`config.mk`:
```
export PLATFORM = sky130hd
export DESIGN_NAME = ospi_ram_arbiter_flat
export DESIGN_NICKNAME = d
export VERILOG_FILES = /design/src/rtl/ospi_ram_arbiter_if.sv /design/src/rtl/ospi_ram_arbiter.sv /design/src/flat_wrapper.sv
export SDC_FILE = /design/constraint.sdc
export NUM_CORES = 1
export LEC_CHECK = 0
export CAP_MARGIN = 25
export CORE_MARGIN = 2
export CORE_UTILIZATION = 46
export CTS_CLUSTER_SIZE = 8
export DETAILED_ROUTE_END_ITERATION = 16
export PLACE_DENSITY_LB_ADDON = 0.3
export SETUP_SLACK_MARGIN = 0.4
export SKIP_LAST_GASP = 1
export SLEW_MARGIN = 20
export SYNTH_ARGS = -nofsm -noshare
export SYNTH_HDL_FRONTEND = slang
export SYNTH_SLANG_ARGS = --single-unit
```
`constraint.sdc`:
```
create_clock -name clk -period 4.6 [get_ports clk]
set_input_delay 0.46 -clock clk [delete_from_list [all_inputs] [get_ports clk]]
set_output_delay 0.46 -clock clk [all_outputs]
set_load 0.02 [all_outputs]
```
`src/rtl/ospi_ram_arbiter_if.sv`:
```
// Signal bundle between the OSPI host front-end, the local burst requester and the
// single-port buffer RAM. The arbiter takes the slave view; the surroundings take master.
interface ospi_ram_arbiter_if #(
  parameter int ADDR_W = 18,
  parameter int LEN_W  = 16,
  parameter int DATA_W = 8
);
  logic              h_active;
  logic              h_we;
  logic              h_re;
  logic [ADDR_W-1:0] h_addr;
  logic [DATA_W-1:0] h_wdata;
  logic [DATA_W-1:0] h_rdata;

  logic              l_cmd_valid;
  logic              l_cmd_ready;
  logic              l_cmd_we;
  logic [ADDR_W-1:0] l_cmd_addr;
  logic [LEN_W-1:0]  l_cmd_len;
  logic [DATA_W-1:0] l_wdata;
  logic              l_wvalid;
  logic              l_wready;
  logic [DATA_W-1:0] l_rdata;
  logic              l_rvalid;
  logic              l_rready;
  logic              l_done;

  logic              ram_en;
  logic              ram_we;
  logic [ADDR_W-1:0] ram_addr;
  logic [DATA_W-1:0] ram_wdata;
  logic [DATA_W-1:0] ram_rdata;

  modport slave (
    input  h_active, h_we, h_re, h_addr, h_wdata,
    input  l_cmd_valid, l_cmd_we, l_cmd_addr, l_cmd_len, l_wdata, l_wvalid, l_rready,
    input  ram_rdata,
    output h_rdata, l_cmd_ready, l_wready, l_rdata, l_rvalid, l_done,
    output ram_en, ram_we, ram_addr, ram_wdata
  );

  modport master (
    output h_active, h_we, h_re, h_addr, h_wdata,
    output l_cmd_valid, l_cmd_we, l_cmd_addr, l_cmd_len, l_wdata, l_wvalid, l_rready,
    output ram_rdata,
    input  h_rdata, l_cmd_ready, l_wready, l_rdata, l_rvalid, l_done,
    input  ram_en, ram_we, ram_addr, ram_wdata
  );
endinterface

```
`src/rtl/ospi_ram_arbiter.sv`:
```
// Shares the single-port OSPI buffer RAM between the host front-end, which always wins,
// and a local burst engine that streams bytes through the cycles the host leaves idle.
module ospi_ram_arbiter #(
  parameter int ADDR_W         = 18,
  parameter int LEN_W          = 16,
  parameter int DATA_W         = 8,
  parameter bit LOCK_ON_ACTIVE = 1'b1
) (
  input logic               clk,
  input logic               reset_n,
  ospi_ram_arbiter_if.slave bus
);
  typedef enum logic [1:0] {IDLE, WR, RD, DONE} state_t;

  state_t            state, state_nxt;
  logic [ADDR_W-1:0] cur_addr, cur_addr_nxt;
  logic [LEN_W-1:0]  remain, remain_nxt;
  logic              host_acc, blocked;
  logic              wr_fire, rd_issue, rd_pop, credit;
  logic              vld_p1;
  logic [DATA_W-1:0] fifo_mem [2];
  logic              rd_ptr, wr_ptr;
  logic [1:0]        fifo_cnt;
  logic [2:0]        occupancy;

  assign host_acc = bus.h_we | bus.h_re;
  assign blocked  = host_acc | (LOCK_ON_ACTIVE & bus.h_active);

  // Bytes that will sit in the FIFO after this edge: queued + returning - popped.
  assign rd_pop    = bus.l_rvalid & bus.l_rready;
  assign occupancy = {1'b0, fifo_cnt} + {2'b00, vld_p1} - {2'b00, rd_pop};
  assign credit    = occupancy < 3'd2;

  assign bus.l_rvalid = fifo_cnt != 2'd0;
  assign bus.l_rdata  = fifo_mem[rd_ptr];
  assign bus.h_rdata  = bus.ram_rdata;

  always_comb begin
    state_nxt       = state;
    cur_addr_nxt    = cur_addr;
    remain_nxt      = remain;
    wr_fire         = 1'b0;
    rd_issue        = 1'b0;
    bus.l_cmd_ready = 1'b0;
    bus.l_wready    = 1'b0;
    bus.l_done      = 1'b0;
    bus.ram_en      = host_acc;
    bus.ram_we      = bus.h_we;
    bus.ram_addr    = bus.h_addr;
    bus.ram_wdata   = bus.h_wdata;
    unique case (state)
      IDLE: begin
        bus.l_cmd_ready = 1'b1;
        if (bus.l_cmd_valid) begin
          cur_addr_nxt = bus.l_cmd_addr;
          remain_nxt   = bus.l_cmd_len;
          if (bus.l_cmd_len == '0) state_nxt = DONE;
          else if (bus.l_cmd_we)   state_nxt = WR;
          else                     state_nxt = RD;
        end
      end
      WR: begin
        bus.l_wready = ~blocked;
        wr_fire      = bus.l_wvalid & ~blocked;
        if (wr_fire) begin
          bus.ram_en    = 1'b1;
          bus.ram_we    = 1'b1;
          bus.ram_addr  = cur_addr;
          bus.ram_wdata = bus.l_wdata;
          cur_addr_nxt  = cur_addr + ADDR_W'(1);
          remain_nxt    = remain - LEN_W'(1);
          if (remain == LEN_W'(1)) state_nxt = DONE;
        end
      end
      RD: begin
        rd_issue = ~blocked & (remain != '0) & credit;
        if (rd_issue) begin
          bus.ram_en   = 1'b1;
          bus.ram_we   = 1'b0;
          bus.ram_addr = cur_addr;
          cur_addr_nxt = cur_addr + ADDR_W'(1);
          remain_nxt   = remain - LEN_W'(1);
        end
        if ((remain == '0) && !vld_p1 && (occupancy == 3'd0)) state_nxt = DONE;
      end
      DONE: begin
        bus.l_done = 1'b1;
        state_nxt  = IDLE;
      end
      default: state_nxt = IDLE;
    endcase
  end

  // Stage p0 -> p1: issued read in flight through the registered RAM read
  always_ff @(posedge clk) begin
    if (!reset_n) begin
      state    <= IDLE;
      cur_addr <= '0;
      remain   <= '0;
      vld_p1   <= 1'b0;
      fifo_cnt <= 2'd0;
      rd_ptr   <= 1'b0;
      wr_ptr   <= 1'b0;
    end else begin
      state    <= state_nxt;
      cur_addr <= cur_addr_nxt;
      remain   <= remain_nxt;
      vld_p1   <= rd_issue;
      fifo_cnt <= fifo_cnt + {1'b0, vld_p1} - {1'b0, rd_pop};
      if (vld_p1) wr_ptr <= ~wr_ptr;
      if (rd_pop) rd_ptr <= ~rd_ptr;
    end
  end

  // Stage p1 -> FIFO: returning RAM byte is captured; storage needs no reset
  always_ff @(posedge clk) begin
    if (vld_p1) fifo_mem[wr_ptr] <= bus.ram_rdata;
  end
endmodule

```
`src/flat_wrapper.sv`:
```
// flat-port wrapper written by rule: the top's interface ports become plain ports
module ospi_ram_arbiter_flat 
#(
  parameter int ADDR_W         = 18,
  parameter int LEN_W          = 16,
  parameter int DATA_W         = 8,
  parameter bit LOCK_ON_ACTIVE = 1'b1
)
  (clk, reset_n, bus_h_active, bus_h_we, bus_h_re, bus_h_addr, bus_h_wdata, bus_l_cmd_valid, bus_l_cmd_we, bus_l_cmd_addr, bus_l_cmd_len, bus_l_wdata, bus_l_wvalid, bus_l_rready, bus_ram_rdata, bus_h_rdata, bus_l_cmd_ready, bus_l_wready, bus_l_rdata, bus_l_rvalid, bus_l_done, bus_ram_en, bus_ram_we, bus_ram_addr, bus_ram_wdata);
  ospi_ram_arbiter_if #(.ADDR_W(ADDR_W), .LEN_W(LEN_W), .DATA_W(DATA_W)) bus_i ();
  input logic clk;
  input logic reset_n;
  input wire logic [$bits(bus_i.h_active)-1:0] bus_h_active;
  input wire logic [$bits(bus_i.h_we)-1:0] bus_h_we;
  input wire logic [$bits(bus_i.h_re)-1:0] bus_h_re;
  input wire logic [$bits(bus_i.h_addr)-1:0] bus_h_addr;
  input wire logic [$bits(bus_i.h_wdata)-1:0] bus_h_wdata;
  input wire logic [$bits(bus_i.l_cmd_valid)-1:0] bus_l_cmd_valid;
  input wire logic [$bits(bus_i.l_cmd_we)-1:0] bus_l_cmd_we;
  input wire logic [$bits(bus_i.l_cmd_addr)-1:0] bus_l_cmd_addr;
  input wire logic [$bits(bus_i.l_cmd_len)-1:0] bus_l_cmd_len;
  input wire logic [$bits(bus_i.l_wdata)-1:0] bus_l_wdata;
  input wire logic [$bits(bus_i.l_wvalid)-1:0] bus_l_wvalid;
  input wire logic [$bits(bus_i.l_rready)-1:0] bus_l_rready;
  input wire logic [$bits(bus_i.ram_rdata)-1:0] bus_ram_rdata;
  output wire logic [$bits(bus_i.h_rdata)-1:0] bus_h_rdata;
  output wire logic [$bits(bus_i.l_cmd_ready)-1:0] bus_l_cmd_ready;
  output wire logic [$bits(bus_i.l_wready)-1:0] bus_l_wready;
  output wire logic [$bits(bus_i.l_rdata)-1:0] bus_l_rdata;
  output wire logic [$bits(bus_i.l_rvalid)-1:0] bus_l_rvalid;
  output wire logic [$bits(bus_i.l_done)-1:0] bus_l_done;
  output wire logic [$bits(bus_i.ram_en)-1:0] bus_ram_en;
  output wire logic [$bits(bus_i.ram_we)-1:0] bus_ram_we;
  output wire logic [$bits(bus_i.ram_addr)-1:0] bus_ram_addr;
  output wire logic [$bits(bus_i.ram_wdata)-1:0] bus_ram_wdata;
  assign bus_i.h_active = bus_h_active;
  assign bus_i.h_we = bus_h_we;
  assign bus_i.h_re = bus_h_re;
  assign bus_i.h_addr = bus_h_addr;
  assign bus_i.h_wdata = bus_h_wdata;
  assign bus_i.l_cmd_valid = bus_l_cmd_valid;
  assign bus_i.l_cmd_we = bus_l_cmd_we;
  assign bus_i.l_cmd_addr = bus_l_cmd_addr;
  assign bus_i.l_cmd_len = bus_l_cmd_len;
  assign bus_i.l_wdata = bus_l_wdata;
  assign bus_i.l_wvalid = bus_l_wvalid;
  assign bus_i.l_rready = bus_l_rready;
  assign bus_i.ram_rdata = bus_ram_rdata;
  assign bus_h_rdata = bus_i.h_rdata;
  assign bus_l_cmd_ready = bus_i.l_cmd_ready;
  assign bus_l_wready = bus_i.l_wready;
  assign bus_l_rdata = bus_i.l_rdata;
  assign bus_l_rvalid = bus_i.l_rvalid;
  assign bus_l_done = bus_i.l_done;
  assign bus_ram_en = bus_i.ram_en;
  assign bus_ram_we = bus_i.ram_we;
  assign bus_ram_addr = bus_i.ram_addr;
  assign bus_ram_wdata = bus_i.ram_wdata;
  ospi_ram_arbiter #(.ADDR_W(ADDR_W), .LEN_W(LEN_W), .DATA_W(DATA_W), .LOCK_ON_ACTIVE(LOCK_ON_ACTIVE)) u_core (.clk(clk), .reset_n(reset_n), .bus(bus_i));
endmodule
```
==> impl_metrics.ini <==
[logic_synthesis]
synth-edff-count = 16
synth_area_um2 = 3710
yosys_register_bits = 58
yosysTopAreaCell = dfxtp_1
synth_top_cell_area_share_pct = 22.6
netlist_top_cells_count = nand2_1, a21oi_1, dfxtp_1, nor2_1, clkbuf_1
post-synth-top-count-cell = nand2_1
synth-compound-area-share_pct = 24.4
yosys.area_share.xor_xnor_pct = 0.708
postSynthCellCount = 437
syn_nets = 533
synth_adder_area_share_pct = 3.91
synthesis.area_per_instance_um2 = 8.50
synth.mux.area_fraction_pct = 6.77
synth_flop_cell = dfxtp_1
synthesis.yosys.warnings = 0
ys_types = 57
synth_seq_area_share_pct = 35.6
ys_async_sr_fraction_pct = 0
synth-simple-area-share_pct = 22.1
ys_top_cells_by_area = dfxtp_1, edfxtp_1, a21oi_1
synth_top_family_by_area = compound AO/OA/AOI/OAI gates

[setup_path]
crit_family = simple AND/OR/NAND/NOR gates
cp_slowest_stage_delay_ns = 0.47
required_ns = 4.14
crit_buf_inv = 5
setup.worst_path.end_class = output port
crit_path_top_delay_cell = fa_2
worst_setup_path_start_kind = flop
worst-endpoint-arrival_ns = 3.65
crit_chain = or2_2, and2_1, ha_1, inv_1, ha_1, fa_2, nor4_4, nand2_1, or3_1, a21oi_4, buf_4, buf_2, buf_4, a22o_1, clkbuf_2
crit_path_max_fanout = 6
timing_worst_setup_path_type = flop to output port

[layout]
antennaDiodeCount = 0
layout-drive-gt1-share_pct = 12.8
synthToLayoutAreaGrowth_pct = 43.3
final_util_pct = 68.5
design.final.nets = 655
summed_area_of_non_filler_cells_in_the_final_layout_um2 = 5320

[clock_tree]
clk-insertion-delay-late_ns = 0.34
ctsLongestPathBuffers = 2
cts.sink_count = 58
numCtsBuffers = 9
path_clk_slew_ns = 0.06
clock_tree_from_tritoncts = done
htree_levels = 3
clock_tree.root_cell = clkbuf_8

[timing]
max_slew_margin_pct = 42.4
fin_worst_skew_ns = 0.0141
final-max-slew-violation-count = 0
fmax_mhz = 243
hold_slack_ns = 0.471
timing.final.crit_share_pct = 89.4
worst_pin_slew_ns = 0.858
final_period_minus_worst_setup_slack_ns = 4.11
setup_tns_ns = 0
final_hold_viol_count = 0
grt_setup_unrepaired = true
timing.final.setup_violations = 0

[place]
dpl-instance-area_um2 = 5060
routabilityCongestion = 0.855
io_buffer_count = 132
place_hpwl_um = 7920

[power]
p_sw_w = 0.00138
p_leak_nw = 2.07
internal-power_w = 0.00162
pwr-share-seq_pct = 29.7
p_sw_share_pct = 46.0
max-vdd-ir-drop_mv = 0.407
design_power_w = 0.00300
pwr_density_cell_nw_per_um2 = 565
power.share.combinational_pct = 56.9
power_share_of_the_clock_group_pct = 13.4

[detailed_routing]
post_drt_wl_per_cell_um = 16.8
detail_route.vias_per_cell = 5.89
ant_nets = 0
detail_route.wirelength_um = 11200
detailed_router_s_first_iteration_violation_count = 255
drt_first_pass_iters = 5
route.vias.total = 3923
post-route-drc-count = 0

[floorplanning]
die-area_um2 = 8810
placement_rows = 32
die_height_um = 93.9
coreArea_um2 = 7770
initial_utilization_pct = 47.8
die_width_um = 93.9
ioPinCount = 133

[outcome]
run_status = complete, no violations

[global_routing]
vias_in_the_first_global_route = 3688
global_route.overflow_total = 0
grt_start_max_net_pins = 54
grt_first_pass_wirelength_um = 17200
grt_antenna_before_repair = 0
gr-usage-all-layers_pct = 24.5

[flow_run]
max_cap_violations = 0

[min_path]
hp-class = flop to flop
registers in the layout, indices dropped and copies added (netlist names), named ones only:
name / flops
u_core.vld_p1: 1
u_core.state: 2
u_core.fifo_mem: 16
u_core.cur_addr: 18
u_core.remain: 16
u_core.fifo_cnt: 2
u_core.rd_ptr: 1
u_core.wr_ptr: 1
tightest hold or removal path, delay by kind of cell (launching register included):
family	cells	cell delay [ns]
AO/OA/AOI/OAI	1	0.06
flip-flops	1	0.31
AND/OR/NAND/NOR	1	0.06
through the flow:
stage	std cells	worst slack [ns]
finish	666	0.488
global route	666	0.293
CTS	658	0.185
detailed placement	642	0.195
global placement	641	0.332
floorplan	437	0.686
layout by cell type, fill, tap and decap left out, types with 7 or more instances in the layout:
| cell type | Yosys | layout |
|---|---|---|
| dfxtp_1 | 42 | 42 |
| a22o_1 | 18 | 18 |
| ha_1 | 10 | 10 |
| clkbuf_2 | 0 | 7 |
| nor4_1 | 8 | 7 |
| a21o_1 | 7 | 7 |
| a21oi_1 | 48 | 47 |
| o21ai_1 | 7 | 7 |
| clkbuf_8 | 0 | 9 |
| mux2_2 | 17 | 17 |
| clkdlybuf4s50_1 | 0 | 112 |
| edfxtp_1 | 16 | 16 |
| dlymetal6s2s_1 | 0 | 13 |
| or3_1 | 7 | 7 |
| nor2_1 | 22 | 22 |
| inv_1 | 14 | 14 |
| o32ai_1 | 14 | 14 |
| nor3_1 | 12 | 12 |
| nand3_1 | 10 | 10 |
| buf_4 | 10 | 13 |
| nand2_1 | 51 | 51 |
timing repair:
action | CTS | global route
setup endpoints to repair | 20 | 20
hold buffers | 0 | 0
gates resized for setup | 4 | 33
pin swaps | 0 | 1
buffers inserted | 0 | 7
cloned | 0 | 1
path summary, 6_finish.rpt:
check                            startpoint                              to  slack (ns)  depth (start not counted)
min reg2reg  u_core.remain[15]$_SDFFE_PN0P_  u_core.remain[15]$_SDFFE_PN0P_        0.47                          2
max           u_core.fifo_cnt[1]$_SDFF_PN0_                bus_ram_addr[10]        0.49                         15
max reg2reg   u_core.fifo_cnt[1]$_SDFF_PN0_  u_core.remain[14]$_SDFFE_PN0P_        1.29                         12
min          u_core.remain[15]$_SDFFE_PN0P_  u_core.remain[15]$_SDFFE_PN0P_        0.47                          2
kinds of logic (layout without fill, tap and decap cells):
logic type      after synthesis  in the layout
compound gates              132            132
simple gates                157            157
flops                        58             58
fa+ha+maj                    11             11
buf+inv                      53            180
xor+xnor                      3              3
mux                          23             23
power by group through the flow:
stage               registers, W  logic, W  clock network [W]
floorplan               0.000817   0.00122                  0
finish                  0.000893   0.00171           0.000401
global route            0.000916   0.00186           0.000431
detailed placement      0.000895   0.00169                  0
CTS                     0.000884   0.00170           0.000408
global placement        0.000885   0.00160                  0
final cells by class:
type | instances | area [µm²]
flip-flops and latches | 58 | 1320
well taps | 102 | 128
repair buffers | 148 | 1460
inverters | 16 | 60.1
multi-input cells | 326 | 2190
clock inverters | 6 | 33.8
fillers | 618 | 2450
clock buffers | 10 | 128
metal layers:
metal	share of wire, %	vias up	global-route usage, %	wire [µm]
li1	-	1881	-	-
met1	40	1835	30.3	4490
met2	50	190	42.1	5570
met3	8.5	17	4.90	951
met4	1.5	0	9.06	170
met5	0	-	0	0
No activity file was read; power rests on OpenSTA's default activity.
